<file path="src/rtl/addr4u_bist_ctrl.sv">
// BIST controller for 4-bit unsigned adders: sweeps all 256 {a,b} pairs,
// checks each result against a golden a+b and reports the mismatch statistics.
`timescale 1ns/1ps
module addr4u_bist_ctrl #(
    parameter int DUT_LAT = 0,
    parameter int ERR_W   = 9
) (
    input  logic             clk,
    input  logic             rst_n,
    input  logic             start,
    input  logic             abort,
    output logic [3:0]       dut_a,
    output logic [3:0]       dut_b,
    input  logic [4:0]       dut_o,
    output logic             busy,
    output logic             done,
    output logic             pass,
    output logic [ERR_W-1:0] err_count,
    output logic [7:0]       first_fail_vec,
    output logic             first_fail_valid
);

    typedef enum logic [1:0] {IDLE, RUN, DRAIN, DONE} state_t;

    state_t     state;
    logic [7:0] vec;
    logic [1:0] drain_cnt;
    logic       vec_valid;
    logic       flush;
    logic       cmp_vld;
    logic [7:0] cmp_tag;
    logic [4:0] golden;
    logic       miss;

    assign dut_a     = vec[7:4];
    assign dut_b     = vec[3:0];
    assign vec_valid = (state == RUN);
    assign flush     = abort && (state == RUN || state == DRAIN);

    // The vector tag travels through the delay line; golden is rebuilt from
    // the tag at the compare point, which is equivalent to delaying the sum.
    generate
        if (DUT_LAT == 0) begin : g_nodly
            assign cmp_vld = vec_valid;
            assign cmp_tag = vec;
        end else begin : g_dly
            logic [DUT_LAT-1:0] vld_sr;
            logic [7:0]         tag_sr [DUT_LAT];

            // NOTE: the delay line is reset as well, so a stale tag can never
            // produce a compare after reset or abort.
            always_ff @(posedge clk or negedge rst_n) begin
                if (!rst_n) begin
                    vld_sr <= '0;
                    for (int i = 0; i < DUT_LAT; i++) tag_sr[i] <= '0;
                end else if (flush) begin
                    vld_sr <= '0;
                    for (int i = 0; i < DUT_LAT; i++) tag_sr[i] <= '0;
                end else begin
                    vld_sr[0] <= vec_valid;
                    tag_sr[0] <= vec;
                    for (int i = 1; i < DUT_LAT; i++) begin
                        vld_sr[i] <= vld_sr[i-1];
                        tag_sr[i] <= tag_sr[i-1];
                    end
                end
            end

            assign cmp_vld = vld_sr[DUT_LAT-1];
            assign cmp_tag = tag_sr[DUT_LAT-1];
        end
    endgenerate

    assign golden = {1'b0, cmp_tag[7:4]} + {1'b0, cmp_tag[3:0]};
    assign miss   = cmp_vld && (dut_o != golden);

    always_ff @(posedge clk or negedge rst_n) begin
        if (!rst_n) begin
            state            <= IDLE;
            vec              <= '0;
            drain_cnt        <= '0;
            busy             <= 1'b0;
            done             <= 1'b0;
            pass             <= 1'b0;
            err_count        <= '0;
            first_fail_vec   <= '0;
            first_fail_valid <= 1'b0;
        end else begin
            // NOTE: non-blocking last-assignment-wins lets the abort branch
            // below override this compare update within the same edge.
            if (miss) begin
                err_count <= err_count + ERR_W'(1);
                if (!first_fail_valid) begin
                    first_fail_vec   <= cmp_tag;
                    first_fail_valid <= 1'b1;
                end
            end

            case (state)
                IDLE, DONE: begin
                    if (start && !abort) begin
                        state            <= RUN;
                        vec              <= '0;
                        busy             <= 1'b1;
                        done             <= 1'b0;
                        pass             <= 1'b0;
                        err_count        <= '0;
                        first_fail_vec   <= '0;
                        first_fail_valid <= 1'b0;
                    end
                end

                RUN: begin
                    if (vec == 8'hFF) begin
                        vec <= '0;
                        if (DUT_LAT > 0) begin
                            state     <= DRAIN;
                            drain_cnt <= '0;
                        end else begin
                            state <= DONE;
                            busy  <= 1'b0;
                            done  <= 1'b1;
                            pass  <= (err_count == '0) && !miss;
                        end
                    end else begin
                        vec <= vec + 8'd1;
                    end
                end

                DRAIN: begin
                    if (drain_cnt == 2'(DUT_LAT - 1)) begin
                        state <= DONE;
                        busy  <= 1'b0;
                        done  <= 1'b1;
                        pass  <= (err_count == '0) && !miss;
                    end else begin
                        drain_cnt <= drain_cnt + 2'd1;
                    end
                end

                default: state <= IDLE;
            endcase

            if (flush) begin
                state            <= IDLE;
                vec              <= '0;
                drain_cnt        <= '0;
                busy             <= 1'b0;
                done             <= 1'b0;
                pass             <= 1'b0;
                err_count        <= '0;
                first_fail_vec   <= '0;
                first_fail_valid <= 1'b0;
            end
        end
    end

endmodule

</file>
<file path="config.mk">
export PLATFORM = sky130hd
export DESIGN_NAME = addr4u_bist_ctrl
export DESIGN_NICKNAME = d
export VERILOG_FILES = /design/src/rtl/addr4u_bist_ctrl.sv
export SDC_FILE = /design/constraint.sdc
export NUM_CORES = 1
export LEC_CHECK = 0
export ABC_AREA = 1
export CAP_MARGIN = 20
export CORE_MARGIN = 2
export CORE_UTILIZATION = 56
export DETAILED_ROUTE_END_ITERATION = 16
export GPL_ROUTABILITY_DRIVEN = 0
export PLACE_DENSITY = 0.82
export SLEW_MARGIN = 15
export SYNTH_ARGS = -nofsm -noshare
export SYNTH_HDL_FRONTEND = slang
export SYNTH_SLANG_ARGS = --single-unit
</file>
<file path="constraint.sdc">
create_clock -name clk -period 3 [get_ports clk]
set_input_delay 0.45 -clock clk [delete_from_list [all_inputs] [get_ports clk]]
set_output_delay 0.45 -clock clk [all_outputs]
set_load 0.005 [all_outputs]
</file>
==> flow_metrics.env, run 1 <==
export IMPL_outcome="complete, no violations"
export IMPL_cp_top_family="simple AND/OR/NAND/NOR gates"
export IMPL_syn_area_sq_mm=0.002076
export IMPL_post_cts_buffers=0
export IMPL_finalCritPeriodShare=0.7589
export IMPL_portBuffers=37
export IMPL_crit_arrival_ns=2.45
export IMPL_path_depth=13
export IMPL_clockBufferDepth=2
export IMPL_multiInputGateArea_sq_mm=0.001049
export IMPL_hold_depth=2
export IMPL_path_common_cell="nand2_1"
export IMPL_cp_max_fo=19
export IMPL_rows=22
export IMPL_grt_use_total=0.2352
export IMPL_fin_worst_skew_ns=0.005000
export IMPL_tns_ns=0
export IMPL_die_y_um=64.88
export IMPL_pin_count=38
export IMPL_drv_cap=0
export IMPL_die_area_sq_mm=0.004209
export IMPL_switching_power_mw=0.9250
export IMPL_min_delay_start="busy$_DFFE_PN0P_"
export IMPL_die_w_um=64.88
export IMPL_r2r_cells=13
export IMPL_n_antenna_cell=0
export IMPL_cp_slowest_stage_delay_ns=0.51
export IMPL_dp_worst_setup_slack_ns=0.7183
export IMPL_p_comb_frac=0.539
export IMPL_routed_wl_um=4326
export IMPL_final_common_cell="nand2_1"
export IMPL_setup_viol=0
export IMPL_cts_root_buffer="clkbuf_8"
export IMPL_ys_warn_count=0
export IMPL_critPathLaunchType="flip-flop"
export IMPL_antenna_found_initial=0
export IMPL_cp_slowest_cell="fa_1"
export IMPL_synth_avg_cell_area_sq_um=7.013
export IMPL_via_count=1934
export IMPL_p_leak_nw=1.330
export IMPL_seq_area_sq_um=800.8
export IMPL_internal_power_mw=1.198
export IMPL_drc=0
export IMPL_htreeDepth=2
export IMPL_slew_headroom=0.6967
export IMPL_worst_pin_slew_ns=0.4549
export IMPL_seq_power_share=0.317
export IMPL_clk_insertion_delay_late_ns=0.29
export IMPL_startpoint="cmp_tag[0]$_DFFE_PN0P_"
export IMPL_num_nets_final=356
export IMPL_syn_nets=316
export IMPL_cp_required_ns=3.17
export IMPL_initial_core_util=0.5756
export IMPL_hpwl_um=3177
export IMPL_crit_buf_inv=1
export IMPL_power_density_mw_per_mm2=827.9
export IMPL_drive_gt1_frac=0.05952
export IMPL_timing_final_ws_setup_ns=0.7232
export IMPL_coreArea_sq_mm=0.003606
export IMPL_ctsHoldBuffers=0
export IMPL_worstPathCellList="ha_1, fa_1, inv_1, nand2_1, nand2_1, nor2_1, nand2_1, nor2_2, nand2_4, nand2_4, nand2_1, nand2_1, nor2_1"
export IMPL_rsz0062_at_grt="no"
export IMPL_ys_seq_area_frac=0.3858
export IMPL_grt_pass1_vias=1771
export IMPL_ys_types=30
export IMPL_hold_class="flip-flop to flip-flop"
export IMPL_grt_pass1_wl_um=7610
export IMPL_p_clk_frac=0.144
export IMPL_viasPerCell=5.036
export IMPL_drt_iter0_drc=119
export IMPL_grt_ovfl_total=0
export IMPL_crit_path_end_kind="flip-flop"
export IMPL_drtPass1Iterations=4
export IMPL_fmax_mhz=439.2
export IMPL_cts_sinks=32
export IMPL_switching_share=0.4358
export IMPL_ir_drop_uv=529.6
export IMPL_grt_start_max_net_pins=33
export IMPL_path_clk_slew_ns=0.06
export IMPL_synthCells=296
export IMPL_cts_tree="done"
export IMPL_wl_per_cell_um=11.27
export IMPL_finalPower_mw=2.123
export IMPL_final_max_slew_viol_count=0
export IMPL_cts_buffers=5
export IMPL_hold_viol=0
export IMPL_ant_nets=0
export IMPL_crit_type="flip-flop to flip-flop"
export IMPL_r2r_start="cmp_tag[0]$_DFFE_PN0P_"
export IMPL_n_fill_cell=307
export IMPL_layout_common_cells="84 x nand2_1, 48 x inv_1, 37 x clkdlybuf4s50_1"
export IMPL_min_period_ns=2.277
export IMPL_areaGrowthSynthToFinish_pct=23.51
export IMPL_ys_ff_latch=32
export IMPL_cts_resized=0
[final timing paths]
kind | slack [ns] | end
worst min-delay path | 0.48 | busy$_DFFE_PN0P_
worst max register to register | 0.72 | first_fail_vec[3]$_DFF_PN0_
worst min register to register | 0.48 | busy$_DFFE_PN0P_
max in group asynchronous | 2.15 | err_count[6]$_DFF_PN0_
min in group asynchronous | 0.57 | first_fail_vec[2]$_DFF_PN0_
worst max-delay path | 0.72 | first_fail_vec[3]$_DFF_PN0_
[synthesized netlist by cell type]
| cell type | n | area, sq um |
|---|---|---|
| nand2_1 | 84 | 315.3 |
| inv_1 | 48 | 180.2 |
| nor2_1 | 34 | 127.6 |
| dfrtp_1 | 32 | 800.8 |
| nand3_1 | 27 | 135.1 |
| o21ai_0 | 21 | 105.1 |
| ha_1 | 10 | 125.1 |
| a21oi_1 | 7 | 35.03 |
| clkbuf_1 | 3 | 11.26 |
| nand4_1 | 3 | 18.77 |
| xor2_1 | 3 | 26.28 |
| a21oi_2 | 2 | 17.52 |
| nand2_4 | 2 | 22.52 |
| nor2_2 | 2 | 12.51 |
| o21a_1 | 2 | 15.01 |
| xnor2_1 | 2 | 17.52 |
| buf_1 | 1 | 3.750 |
| buf_2 | 1 | 5.000 |
| buf_4 | 1 | 7.510 |
| buf_8 | 1 | 15.01 |
| fa_1 | 1 | 20.02 |
| inv_2 | 1 | 3.750 |
| nand2_2 | 1 | 6.260 |
| nor3_1 | 1 | 5.000 |
| nor3_2 | 1 | 10.01 |
| nor4_1 | 1 | 6.260 |
| o21ai_2 | 1 | 8.760 |
| o22ai_1 | 1 | 6.260 |
| or2_1 | 1 | 6.260 |
| or2_2 | 1 | 6.260 |
[worst reg2reg max path, stage by stage (launching register included)]
cell and delay [ns]:
dfrtp_1 0.44, ha_1 0.24, fa_1 0.51, inv_1 0.04, nand2_1 0.05, nand2_1 0.05
nor2_1 0.09, nand2_1 0.07, nor2_2 0.12, nand2_4 0.16, nand2_4 0.20, nand2_1 0.08
nand2_1 0.06, nor2_1 0.04
[cell families after synthesis]
family          count (synthesis)  share of synthesized area
buf+inv                        56                     0.1091
fa+ha+maj                      11                    0.06992
xor+xnor                        5                    0.02110
flops                          32                     0.3858
compound gates                 34                    0.09042
simple gates                  158                     0.3237
[power groups by stage]
| stage | registers, mW | clock network, mW | logic [mW] |
|---|---|---|---|
| final | 0.673 | 0.305 | 1.14 |
| after global routing | 0.693 | 0.327 | 1.32 |
| after CTS | 0.675 | 0.311 | 1.15 |
| after detailed placement | 0.683 | 0 | 1.14 |
| after global placement | 0.678 | 0 | 1.11 |
| after floorplan | 0.650 | 0 | 0.804 |
[cell type report]
type,count,share of cell area
Clock buffer,6,0.02831
Clock inverter,1,0.001952
Inverter,49,0.07174
Multi-Input combinational cell,208,0.4090
Sequential cell,32,0.3123
Tap cell,48,0.02343
Timing Repair Buffer,40,0.1532
[sequential cells by signal, summed over array words and instances, names as in the netlist]
register,flops
done,1
state,1
busy,1
first_fail_vec,8
cmp_tag,8
err_count,9
pass,1
drain_cnt,2
first_fail_valid,1
[per-stage QoR]
stage                     cell area (sq um)  hold WS, ns  instances    util
after floorplan                        2076       0.1544        296       -
after global placement                 2486       0.4597        377  0.6895
after detailed placement               2486       0.4649        377  0.6895
after CTS                              2564       0.4820        384  0.7110
after global routing                   2564       0.5192        384  0.7110
final                                  2564       0.4779        384  0.7110
[routing by layer]
layer / global-route usage / part of all wire / up-vias
met3: 0.05729 / 0.077 / 7
met1: 0.2958 / 0.43 / 860
met4: 0.1037 / 0.015 / 0
li1: - / - / 1003
met5: 0 / 0 / -
met2: 0.3827 / 0.47 / 64
No activity file was read; power rests on OpenSTA's default activity.
==> run 2: changes to the inputs <==
--- a/config.mk
+++ b/config.mk
@@ -8,10 +8,10 @@
 export ABC_AREA = 1
 export CAP_MARGIN = 20
 export CORE_MARGIN = 2
-export CORE_UTILIZATION = 56
+export CORE_UTILIZATION = 47
 export DETAILED_ROUTE_END_ITERATION = 16
 export GPL_ROUTABILITY_DRIVEN = 0
-export PLACE_DENSITY = 0.82
+export PLACE_DENSITY = 0.73
 export SLEW_MARGIN = 15
 export SYNTH_ARGS = -nofsm -noshare
 export SYNTH_HDL_FRONTEND = slang
==> constraint.sdc (replaced) <==
create_clock -name clk -period 2 [get_ports clk]
set_input_delay 0.3 -clock clk [delete_from_list [all_inputs] [get_ports clk]]
set_output_delay 0.3 -clock clk [all_outputs]
set_load 0.005 [all_outputs]
==> run 2 against run 1 <==
The run now ends with setup timing left. Via count rose by 0.62%. Wire length rose by 5.5%. Clock skew is 0.0021 ns higher. Utilization decreased by 7.3 points. Maximum frequency up 9.5%. Critical path type unchanged. Sequential power increased by 42%. Hold slack lost 0.062 ns. Die area is 18% higher. Global-route usage shrank 3.3 points. Largest power group unchanged. Largest cell class unchanged. Clock power grew 100%.
==> flow_metrics.env, run 2 (synthesis gave the netlist of run 1 again) <==
export IMPL_layout_common_cells="81 x nand2_1, 48 x inv_1, 37 x clkdlybuf4s50_1"
export IMPL_top_layer_used="met4"
export IMPL_dr_wl_met2_um=2200
export IMPL_wl_per_cell_um=11.30
export IMPL_timing_final_ws_setup_ns=-0.07844
export IMPL_violations="setup timing"
export IMPL_placedCellCount=394
export IMPL_ant_nets=0
export IMPL_ctsHoldBuffers=0
export IMPL_slew_headroom=0.7269
export IMPL_clk_insertion_delay_late_ns=0.29
export IMPL_wl_met3_um=177
export IMPL_met1Wirelength_um=2120
export IMPL_dp_worst_setup_slack_ns=-0.1038
export IMPL_hold_class="input port to async pin"
export IMPL_regMostFlops="err_count"
export IMPL_cts_root_buffer="clkbuf_8"
export IMPL_viasPerCell=4.817
export IMPL_htreeDepth=2
export IMPL_grt_use_total=0.2022
export IMPL_setup_viol=18
export IMPL_min_period_ns=2.078
export IMPL_hold_viol=0
export IMPL_power_density_mw_per_mm2=1263
export IMPL_die_y_um=70.46
export IMPL_crit_path_end_kind="flip-flop"
export IMPL_areaGrowthSynthToFinish_pct=31.89
export IMPL_final_cell_area_sq_mm=0.002738
export IMPL_grt_pass1_wl_um=7948
export IMPL_drtPass1Iterations=4
export IMPL_critPathLaunchType="flip-flop"
export IMPL_routed_wl_um=4566
export IMPL_p_leak_nw=1.417
export IMPL_seq_area_sq_um=800.8
export IMPL_cp_max_fo=5
export IMPL_n_antenna_cell=0
export IMPL_grt_ovfl_total=0
export IMPL_reg2reg_setup_slack_ns=-0.08
export IMPL_ir_drop_uv=703.1
export IMPL_placed_cell_area_sq_mm=0.002591
export IMPL_crit_arrival_ns=2.26
export IMPL_multiInputGateArea_sq_mm=0.001079
export IMPL_coreArea_sq_mm=0.004294
export IMPL_clockBufferDepth=2
export IMPL_largest_register_ffs=9
export IMPL_cts_buffers=5
export IMPL_finalCritPeriodShare=1.039
export IMPL_worst_pin_slew_ns=0.4097
export IMPL_grt_pass1_vias=1822
export IMPL_n_fill_cell=401
export IMPL_pin_count=38
export IMPL_outcome="finished, violations left"
export IMPL_drv_cap=0
export IMPL_drc=0
export IMPL_grt_start_max_net_pins=33
export IMPL_final_common_cell="nand2_1"
export IMPL_fmax_mhz=481.1
export IMPL_rsz0062_at_grt="yes"
export IMPL_drt_iter0_drc=126
export IMPL_crit_type="flip-flop to flip-flop"
export IMPL_rows=24
export IMPL_drive_gt1_frac=0.1136
export IMPL_fin_cells=404
export IMPL_antenna_found_initial=0
export IMPL_cp_required_ns=2.18
export IMPL_num_nets_final=371
export IMPL_die_area_sq_mm=0.004964
export IMPL_die_w_um=70.46
export IMPL_initial_core_util=0.4834
export IMPL_cts_sinks=32
export IMPL_via_count=1946
export IMPL_path_clk_slew_ns=0.07
export IMPL_portBuffers=37
export IMPL_fin_worst_skew_ns=0.007070
export IMPL_hpwl_um=3455
export IMPL_cts_tree="done"
export IMPL_final_max_slew_viol_count=0
## run 2: changes by cell type in the layout (fill, tap and decap cells not counted), sizes merged
cell | before | now
buf | 3 | 17
bufinv | 0 | 1
nand2 | 87 | 88
## run 2: repair_timing
| item | 4_1_cts | 5_1_grt |
|---|---|---|
| setup buffers | 1 | 0 |
| setup endpoints to repair | 18 | 19 |
| pin swaps | 0 | 1 |
| gates resized for setup | 5 | 2 |
| cloned | 1 | 0 |
## run 2: final timing paths
kind | to | from | cells after the start
min in group clk | drain_cnt[1]$_DFFE_PN0P_ | drain_cnt[1]$_DFFE_PN0P_ | 2
worst min-delay path | first_fail_vec[6]$_DFF_PN0_ | rst_n | 2
worst max-delay path | err_count[4]$_DFF_PN0_ | cmp_tag[4]$_DFFE_PN0P_ | 12
worst min register to register | drain_cnt[1]$_DFFE_PN0P_ | drain_cnt[1]$_DFFE_PN0P_ | 2
max in group asynchronous | cmp_tag[4]$_DFFE_PN0P_ | rst_n | 2
worst max register to register | err_count[4]$_DFF_PN0_ | cmp_tag[4]$_DFFE_PN0P_ | 12
## run 2: critical path, stage by stage (launching register included)
cell,delay (ns)
dfrtp_1,0.39
ha_2,0.20
fa_1,0.50
inv_1,0.04
nand2_1,0.05
nand2_1,0.05
nor2_1,0.09
nand2_1,0.09
nor2_4,0.12
nand2_4,0.11
buf_4,0.17
a21oi_1,0.12
nor2_1,0.06
## run 2: report_power, final
group          internal, mW  total (mW)  switching [mW]  leakage, nW
combinational         0.823        1.88            1.06        0.935
clock                 0.370       0.616           0.246       0.0552
sequential            0.829       0.957           0.128        0.427
## run 2: area by class of cell
cell class | count | area share
multi-input combinational | 209 | 0.3940
sequential | 32 | 0.2925
inverter | 49 | 0.06718
tap | 52 | 0.02377
timing repair buffer | 54 | 0.1833
clock inverter | 2 | 0.01280
clock buffer | 6 | 0.02651
## run 2: metal layers
metal  global-route usage  vias to the layer above
met2               0.3344                       39
met3              0.03752                        7
met5                    0                        -
li1                     -                     1029
met1               0.2633                      871
met4              0.07265                        0
## run 2: per-stage QoR
stage	hold WS, ns	TNS, ns	utilization	total power, mW
final	0.4161	-0.8511	0.6375	3.456
after global routing	0.4678	-3.767	0.6375	3.802
after CTS	0.4315	-1.029	0.6361	3.489
after detailed placement	0.4724	-1.262	0.6034	2.828
after global placement	0.4647	-0.3807	0.6034	2.780
after floorplan	0.004409	-0.5713	-	2.182
==> run 3: changes to the inputs <==
--- a/config.mk
+++ b/config.mk
@@ -6,12 +6,12 @@
 export NUM_CORES = 1
 export LEC_CHECK = 0
 export ABC_AREA = 1
-export CAP_MARGIN = 20
 export CORE_MARGIN = 2
 export CORE_UTILIZATION = 47
 export DETAILED_ROUTE_END_ITERATION = 16
 export GPL_ROUTABILITY_DRIVEN = 0
 export PLACE_DENSITY = 0.73
+export SKIP_CTS_REPAIR_TIMING = 1
 export SLEW_MARGIN = 15
 export SYNTH_ARGS = -nofsm -noshare
 export SYNTH_HDL_FRONTEND = slang
==> run 3 against run 2 <==
The flow still finishes with violations (setup timing). Maximum frequency shrank 0.52%. First-iteration DRC count grew 7.1%. Wire length fell by 0.72%. Highest routed layer unchanged.
==> flow_metrics.env, run 3 (synthesis gave the netlist of run 1 again) <==
export IMPL_grt_ovfl_total=0
export IMPL_grt_start_max_net_pins=33
export IMPL_violations="setup timing"
export IMPL_grt_pass1_vias=1792
export IMPL_tns_ns=-1.038
export IMPL_hold_class="input port to async pin"
export IMPL_drt_iter0_drc=135
export IMPL_ant_nets=0
export IMPL_p_leak_nw=1.420
export IMPL_outcome="finished, violations left"
export IMPL_drc=0
export IMPL_hpwl_um=3455
export IMPL_cts_sinks=32
export IMPL_die_w_um=70.46
export IMPL_largest_register_ffs=9
export IMPL_pin_count=38
export IMPL_viasPerCell=4.891
export IMPL_rows=24
export IMPL_slew_headroom=0.7275
export IMPL_num_nets_final=370
export IMPL_drive_gt1_frac=0.1168
export IMPL_fmax_mhz=478.6
export IMPL_rsz0062_at_grt="yes"
export IMPL_antenna_found_initial=0
export IMPL_coreArea_sq_mm=0.004294
export IMPL_cts_buffers=5
export IMPL_fin_cells=403
export IMPL_areaGrowthSynthToFinish_pct=32.01
export IMPL_grt_pass1_wl_um=7817
export IMPL_placedCellCount=394
export IMPL_drtPass1Iterations=4
export IMPL_setup_viol=17
export IMPL_n_antenna_cell=0
export IMPL_worst_pin_slew_ns=0.4088
export IMPL_cp_required_ns=2.18
export IMPL_cp_max_fo=8
export IMPL_fin_worst_skew_ns=0.006574
export IMPL_htreeDepth=2
export IMPL_power_density_mw_per_mm2=1271
export IMPL_n_fill_cell=404
export IMPL_final_max_slew_viol_count=0
export IMPL_clk_insertion_delay_late_ns=0.29
export IMPL_wl_per_cell_um=11.25
export IMPL_timing_final_ws_setup_ns=-0.08924
export IMPL_crit_arrival_ns=2.27
export IMPL_clockBufferDepth=2
export IMPL_hold_viol=0
export IMPL_cts_root_buffer="clkbuf_8"
export IMPL_crit_path_end_kind="flip-flop"
export IMPL_critPathLaunchType="flip-flop"
export IMPL_min_period_ns=2.089
export IMPL_drv_cap=0
export IMPL_routed_wl_um=4533
export IMPL_path_clk_slew_ns=0.07
export IMPL_cts_tree="done"
export IMPL_initial_core_util=0.4834
export IMPL_regMostFlops="err_count"
export IMPL_layout_common_cells="83 x nand2_1, 48 x inv_1, 37 x clkdlybuf4s50_1"
export IMPL_via_count=1971
export IMPL_final_common_cell="nand2_1"
export IMPL_die_y_um=70.46
export IMPL_crit_type="flip-flop to flip-flop"
export IMPL_portBuffers=37
export IMPL_finalCritPeriodShare=1.045
export IMPL_grt_use_total=0.1985
export IMPL_die_area_sq_mm=0.004964
export IMPL_ir_drop_uv=705.3
## run 3: path summary, 6_finish.rpt
check | slack [ns] | from | depth (start not counted) | to
worst min register to register | 0.48 | drain_cnt[1]$_DFFE_PN0P_ | 2 | drain_cnt[1]$_DFFE_PN0P_
max in group asynchronous | 1.29 | rst_n | 2 | cmp_tag[4]$_DFFE_PN0P_
worst min-delay path | 0.42 | rst_n | 2 | first_fail_vec[6]$_DFF_PN0_
min in group clk | 0.48 | drain_cnt[1]$_DFFE_PN0P_ | 2 | drain_cnt[1]$_DFFE_PN0P_
worst max-delay path | -0.09 | cmp_tag[4]$_DFFE_PN0P_ | 14 | err_count[8]$_DFF_PN0_
worst max register to register | -0.09 | cmp_tag[4]$_DFFE_PN0P_ | 14 | err_count[8]$_DFF_PN0_
## run 3: area by class of cell
type / count / area, sq um / area share
Clock buffer: 6 / 72.57 / 0.02648
Tap cell: 52 / 65.06 / 0.02374
Sequential cell: 32 / 800.8 / 0.2922
Multi-Input combinational cell: 208 / 1081 / 0.3945
Clock inverter: 2 / 35.03 / 0.01279
Inverter: 49 / 183.9 / 0.06712
Timing Repair Buffer: 54 / 501.7 / 0.1831
## run 3: critical path, stage by stage, from the launching register on
cell and delay (ns):
dfrtp_1 0.39, ha_2 0.20, fa_1 0.50, inv_1 0.04, nand2_1 0.05, nand2_1 0.05, nor2_1 0.09, nand2_1 0.07
nor2_2 0.12, nand2_4 0.13, buf_4 0.16, nand3_1 0.06, nand2_1 0.05, inv_1 0.04, nor2_1 0.04
## run 3: through the flow
| stage | hold slack, ns | total power, mW | instance area [sq um] | util | worst slack, ns |
|---|---|---|---|---|---|
| 2_1_floorplan | 0.004409 | 2.182 | 2078 | - | -0.06811 |
| 3_3_place_gp | 0.4647 | 2.780 | 2591 | 0.6034 | -0.06224 |
| 3_5_place_dp | 0.4724 | 2.828 | 2591 | 0.6034 | -0.1038 |
| 4_1_cts | 0.4315 | 3.448 | 2699 | 0.6285 | -0.1290 |
| 5_1_grt | 0.4679 | 3.821 | 2740 | 0.6381 | -0.2576 |
| 6_report | 0.4180 | 3.483 | 2740 | 0.6381 | -0.08924 |
## run 3: where the power goes
group / internal [mW] / switching (mW)
Clock: 0.370 / 0.245
Sequential: 0.829 / 0.129
Combinational: 0.829 / 1.08
Total: 2.03 / 1.46
## run 3: layer usage
| metal | routed length (um) | GRT usage | part of all wire |
|---|---|---|---|
| met5 | 0 | 0 | 0 |
| met4 | 67 | 0.07051 | 0.015 |
| met3 | 156 | 0.03752 | 0.034 |
| met2 | 2132 | 0.3239 | 0.47 |
| met1 | 2176 | 0.2623 | 0.48 |
